--- src/rtl/fetch_queue.sv ---
// Instruction fetch controller with a DEPTH-entry queue feeding the IF/ID register.
// Optional same-cycle response bypass is enabled by defining FETCHQ_BYPASS_EN.
module fetch_queue #(
    parameter int          DEPTH    = 4,
    parameter logic [31:0] RESET_PC = 32'h0000_0000
) (
    input  logic                     clk,
    input  logic                     rst_n,
    input  logic                     redirect,
    input  logic [31:0]              redirect_pc,
    output logic                     imem_req,
    output logic [31:0]              imem_addr,
    input  logic                     imem_gnt,
    input  logic                     imem_rvalid,
    input  logic [31:0]              imem_rdata,
    output logic                     out_valid,
    input  logic                     out_ready,
    output logic [31:0]              out_instr,
    output logic [31:0]              out_pcplus4,
    output logic [$clog2(DEPTH):0]   count
);

    localparam int          AW        = $clog2(DEPTH);
    localparam logic [AW:0] CNT_ZERO  = (AW + 1)'(0);
    localparam logic [AW:0] CNT_ONE   = (AW + 1)'(1);
    localparam logic [AW:0] CNT_FULL  = (AW + 1)'(DEPTH);
    localparam logic [AW-1:0] PTR_ONE = AW'(1);

    typedef enum logic [1:0] {
        ST_IDLE  = 2'd0,
        ST_WAIT  = 2'd1,
        ST_DRAIN = 2'd2
    } state_t;

    state_t         r_state;
    logic [31:0]    r_pc;
    logic [AW-1:0]  r_wptr;
    logic [AW-1:0]  r_rptr;
    logic [AW:0]    r_count;
    logic [31:0]    r_instr [DEPTH];
    logic [31:0]    r_pcp4  [DEPTH];

    logic           w_q_pop;
    logic           w_rsp;
    logic           w_bypass;
    logic           w_push;
    logic           w_req;

    // Queue handshake decode: pops, accepted responses and the optional bypass path.
    always_comb begin
        w_q_pop  = 1'b0;
        w_rsp    = 1'b0;
        w_bypass = 1'b0;
        w_push   = 1'b0;
        w_req    = 1'b0;
        if (rst_n) begin
            w_q_pop = (r_count != CNT_ZERO) && out_ready;
            w_rsp   = (r_state == ST_WAIT) && imem_rvalid && !redirect;
`ifdef FETCHQ_BYPASS_EN
            w_bypass = w_rsp && (r_count == CNT_ZERO);
`else
            w_bypass = 1'b0;
`endif
            // A bypassed response consumed directly by IF/ID never occupies a slot.
            w_push  = w_rsp && !(w_bypass && out_ready);
            w_req   = (r_state == ST_IDLE) && !redirect &&
                      ((r_count != CNT_FULL) || w_q_pop);
        end else begin
            w_q_pop  = 1'b0;
            w_rsp    = 1'b0;
            w_bypass = 1'b0;
            w_push   = 1'b0;
            w_req    = 1'b0;
        end
    end

    // Output mux: head entry of the queue, or the live response when bypassing.
    always_comb begin
        out_valid   = 1'b0;
        out_instr   = r_instr[r_rptr];
        out_pcplus4 = r_pcp4[r_rptr];
        if (!rst_n) begin
            out_valid = 1'b0;
        end else if (w_bypass) begin
            out_valid   = 1'b1;
            out_instr   = imem_rdata;
            out_pcplus4 = r_pc;
        end else begin
            out_valid = (r_count != CNT_ZERO);
        end
    end

    assign imem_req  = w_req;
    assign imem_addr = r_pc;
    assign count     = r_count;

    // Fetch controller: request/response sequencing, PC update and stale-response drain.
    always_ff @(posedge clk) begin
        if (!rst_n) begin
            r_state <= ST_IDLE;
            r_pc    <= RESET_PC;
        end else begin
            case (r_state)
                ST_IDLE: begin
                    if (redirect) begin
                        r_pc    <= redirect_pc;
                        r_state <= ST_IDLE;
                    end else if (w_req && imem_gnt) begin
                        r_pc    <= r_pc + 32'd4;
                        r_state <= ST_WAIT;
                    end else begin
                        r_state <= ST_IDLE;
                    end
                end
                ST_WAIT: begin
                    if (redirect) begin
                        r_pc    <= redirect_pc;
                        r_state <= imem_rvalid ? ST_IDLE : ST_DRAIN;
                    end else if (imem_rvalid) begin
                        r_state <= ST_IDLE;
                    end else begin
                        r_state <= ST_WAIT;
                    end
                end
                ST_DRAIN: begin
                    if (redirect) begin
                        r_pc <= redirect_pc;
                    end else begin
                        r_pc <= r_pc;
                    end
                    r_state <= imem_rvalid ? ST_IDLE : ST_DRAIN;
                end
                default: begin
                    r_state <= ST_IDLE;
                end
            endcase
        end
    end

    // Queue occupancy and pointers; a redirect discards everything including this cycle's push.
    always_ff @(posedge clk) begin
        if (!rst_n) begin
            r_wptr  <= {AW{1'b0}};
            r_rptr  <= {AW{1'b0}};
            r_count <= CNT_ZERO;
        end else if (redirect) begin
            r_wptr  <= {AW{1'b0}};
            r_rptr  <= {AW{1'b0}};
            r_count <= CNT_ZERO;
        end else begin
            if (w_push) begin
                r_wptr <= r_wptr + PTR_ONE;
            end else begin
                r_wptr <= r_wptr;
            end
            if (w_q_pop) begin
                r_rptr <= r_rptr + PTR_ONE;
            end else begin
                r_rptr <= r_rptr;
            end
            case ({w_push, w_q_pop})
                2'b10:   r_count <= r_count + CNT_ONE;
                2'b01:   r_count <= r_count - CNT_ONE;
                default: r_count <= r_count;
            endcase
        end
    end

    // Entry storage; the request PC has already advanced, so r_pc is the entry's PC+4.
    always_ff @(posedge clk) begin
        if (w_push) begin
            r_instr[r_wptr] <= imem_rdata;
            r_pcp4[r_wptr]  <= r_pc;
        end else begin
            r_instr[r_wptr] <= r_instr[r_wptr];
            r_pcp4[r_wptr]  <= r_pcp4[r_wptr];
        end
    end

endmodule
--- config.mk ---
export PLATFORM = sky130hd
export DESIGN_NAME = fetch_queue
export DESIGN_NICKNAME = d
export VERILOG_FILES = /design/src/rtl/fetch_queue.sv
export SDC_FILE = /design/constraint.sdc
export NUM_CORES = 1
export LEC_CHECK = 0
export BUFFER_PORTS_ARGS = -buffer_cell sky130_fd_sc_hd__buf_2
export CAP_MARGIN = 30
export CORE_ASPECT_RATIO = 1.75
export CORE_MARGIN = 4
export CORE_UTILIZATION = 55
export DETAILED_ROUTE_END_ITERATION = 8
export GPL_TIMING_DRIVEN = 0
export HOLD_SLACK_MARGIN = 0.15
export PLACE_DENSITY = 0.76
export SYNTH_ARGS = -nofsm -noshare
export SYNTH_HDL_FRONTEND = slang
export SYNTH_SLANG_ARGS = --single-unit
--- constraint.sdc ---
create_clock -name clk -period 3.87 [get_ports clk]
set_input_delay 0.387 -clock clk [delete_from_list [all_inputs] [get_ports clk]]
set_output_delay 0.387 -clock clk [all_outputs]
set_load 0.02 [all_outputs]
==> flow_summary.ini <==
[run_status]
outcome = finished, final reports clean

[synth]
ys.flop_type = edfxtp_1
syn-cell-area_um2 = 11900
synth_top_family_by_area = multiplexers
yosys.area_share.simple_pct = 6.93
yosysMostFrequentCell = edfxtp_1
synth.area.top_cells = edfxtp_1, mux4_2, dfxtp_1
ys_seq_elements = 299
synth_edf_count = 256
synth_common_cells = edfxtp_1, mux4_2, dfxtp_1, nor2_1, o21ai_0
synth.largest_area_cell = edfxtp_1
muxShareOfSynthArea_pct = 12.5
synth_fp_nets = 760
synth_top_area_share_pct = 64.5
synthAdderAreaFrac_pct = 1.22
synthCells = 679
syn_area_per_cell_um2 = 17.5
async_reset_ff_share_pct = 0
yosysSeqAreaShare_pct = 71.7
synth_cell_types = 63
synth_xor_xnor_area_share_pct = 0.368
yosysWarningCount = 0
synth_compound_area_share_pct = 5.49

[worst_setup_path]
crit_fanout = 10
r2r_end = imem_addr[16]$_SDFFE_PN0P_
slowest_stage = mux4_2
path_class = reg2out
crit_required_ps = 3480
rrSetupSlack_ps = 1230
cp-endpoint = out_pcplus4[9]
critical_path_depth = 4
crit_arrival_ps = 2610
critPathBufInv = 3
crit_path_end_kind = output port
max_stage_delay_ps = 590
path_cells = clkbuf_1 -> buf_2 -> mux4_2 -> buf_2
worst_r2r_path_depth = 6
worstReg2RegStart = imem_addr[2]$_SDFFE_PN0P_
critical_path.most_common_cell = buf_2
startpoint_type = flop
crit_family = buffers and inverters

[floorplanning]
fp.dieH_um = 203
ios = 171
rows = 71
die_w_um = 119
start_util_pct = 55.7
die_area_um2 = 24200
core_area_um2 = 21400

[sta]
hold_violations = 0
slew_headroom_pct = 42.0
min_period_ps = 3000
fin_crit_sh_pct = 77.4
slew_viol_final = 0
fin_setup_tns_ps = 0
worst-slew-pin-transition_ps = 864
final.setup_skew_ps = 8.65
max_freq_ghz = 0.334
setup_viol = 0
rsz0062_at_grt = no

[global_route]
grt_pass1_wl_um = 43300
gr-total-overflow = 0
grtUsageTotal_pct = 23.1
grt_max_degree = 54
antenna_found_initial = 0
grt_pass1_vias = 7697

[placement]
port_buffers = 170
dp_hpwl_um = 18000
gp_congestion = 0.925
dp_cells = 1145

[worst_hold_path]
worstHoldStart = redirect_pc[28]
hold_path.class = in2reg

[detailed_routing]
route.detailed.drc = 0
met2_length_um = 14400
dr.pass1.iters = 5
routed-via-count = 7335
vias_per_cell = 5.95
highest_layer = met4
wl_met1_um = 10300
wl_um = 27600
met3WireLength_um = 1740
drtIter0Drc = 619
wl_per_cell_um = 22.4
ant_nets = 0

[layout]
syn2layout_area_growth_pct = 21.3
fin_nets = 1002
antenna_cells = 0
stdcell_count = 1233
drive_gt1_share_pct = 31.7

[power_and_ir_drop]
peakVddDrop_mv = 0.304
cellPowerDensity_nw_per_um2 = 445
p_leak_nw = 4.91

[cts]
htree_levels = 1
cts_setup_buffers = 0
clock_latency_ps = 530
clock-sinks = 299
cts.clk_slew.worst_paths_ps = 70
numCtsBuffers = 27
cts_buffer_depth = 3
cts_root_buf = clkbuf_16
cts_tree = done

[run]
cap_violations = 0
## cell families after synthesis
kind of cell / count (synthesis)
flip-flops: 299
AND/OR/NAND/NOR: 147
AO/OA/AOI/OAI: 97
multiplexers: 69
buffers and inverters: 51
adder cells (fa/ha/maj): 11
XOR/XNOR: 5
## stage by stage
step | cell area [µm²] | hold WS [ps] | utilization [%] | worst slack (ps) | power (W)
6_report | 14500 | 156 | 67.5 | 874 | 0.00643
5_1_grt | 14500 | 164 | 67.5 | 632 | 0.00665
4_1_cts | 14500 | 151 | 67.5 | 746 | 0.00647
3_5_place_dp | 13200 | 527 | 61.9 | 897 | 0.00394
3_3_place_gp | 13100 | 498 | 61.3 | -927 | 0.00393
2_1_floorplan | 11900 | 466 | - | 716 | 0.00379
## cell usage in the layout (no fill, tap or decap), types with 4 or more instances in the layout
master / count
mux4_2: 64
or3_1: 6
ha_1: 10
clkbuf_1: 34
o31ai_1: 4
nand2b_1: 4
a311oi_1: 8
and2_1: 4
o21ai_0: 27
a211oi_1: 7
nand2_1: 19
clkinv_2: 6
buf_2: 179
edfxtp_1: 256
inv_1: 12
o22ai_1: 6
dlygate4sd3_1: 39
nor2_1: 29
mux2i_1: 5
and2_4: 4
nor4_1: 8
a21oi_1: 17
clkinv_1: 5
and4_1: 4
dfxtp_1: 43
nand4_1: 19
nor3_1: 12
nor3b_1: 4
clkbuf_16: 27
nand3_1: 15
## routing by layer
metal | up-vias | track usage (%)
li1 | 3268 | -
met1 | 3664 | 28.8
met2 | 330 | 40.4
met3 | 73 | 3.18
met4 | 0 | 9.82
met5 | - | 0
## worst min path at each step
stage	to	slack, ps	depth (start not counted)
after floorplan	r_state[1]$_SDFF_PN0_	470	1
after global placement	r_pcp4[1][1]$_DFFE_PP_	500	0
after detailed placement	r_pcp4[0][1]$_DFFE_PP_	530	0
after CTS	imem_addr[23]$_SDFFE_PN0P_	150	3
after global routing	imem_addr[22]$_SDFFE_PN0P_	160	3
final	imem_addr[28]$_SDFFE_PN0P_	160	3
## flip-flops by register name (all words and copies together) (netlist names), named ones only
name       count
r_instr      128
r_pcp4       128
imem_addr     32
r_state        2
count          3
r_wptr         2
r_rptr         2
## final cells by class
cell class	instances	area (µm²)
flip-flops and latches	299	8550
fillers	1501	6950
multi-input cells	329	3170
repair buffers	213	1340
clock buffers	35	706
well taps	292	365
plain buffers	39	161
clock inverters	14	116
inverters	12	45.0
## repair_timing
action / CTS / global route
hold buffers: 39 / 0
hold endpoints to repair: 135 / 0
resized for setup: 0 / 0
## power by group
part	internal (W)	switching, W
clock	0.00142	0.00111
combinational	0.000123	0.000176
sequential	0.00353	0.0000750
## tightest hold or removal path: cells and delay by family
family,cells,cell delay (ps)
simple gates,1,100
buf+inv,1,80
compound gates,1,80
(Power assumes the default switching activity.)
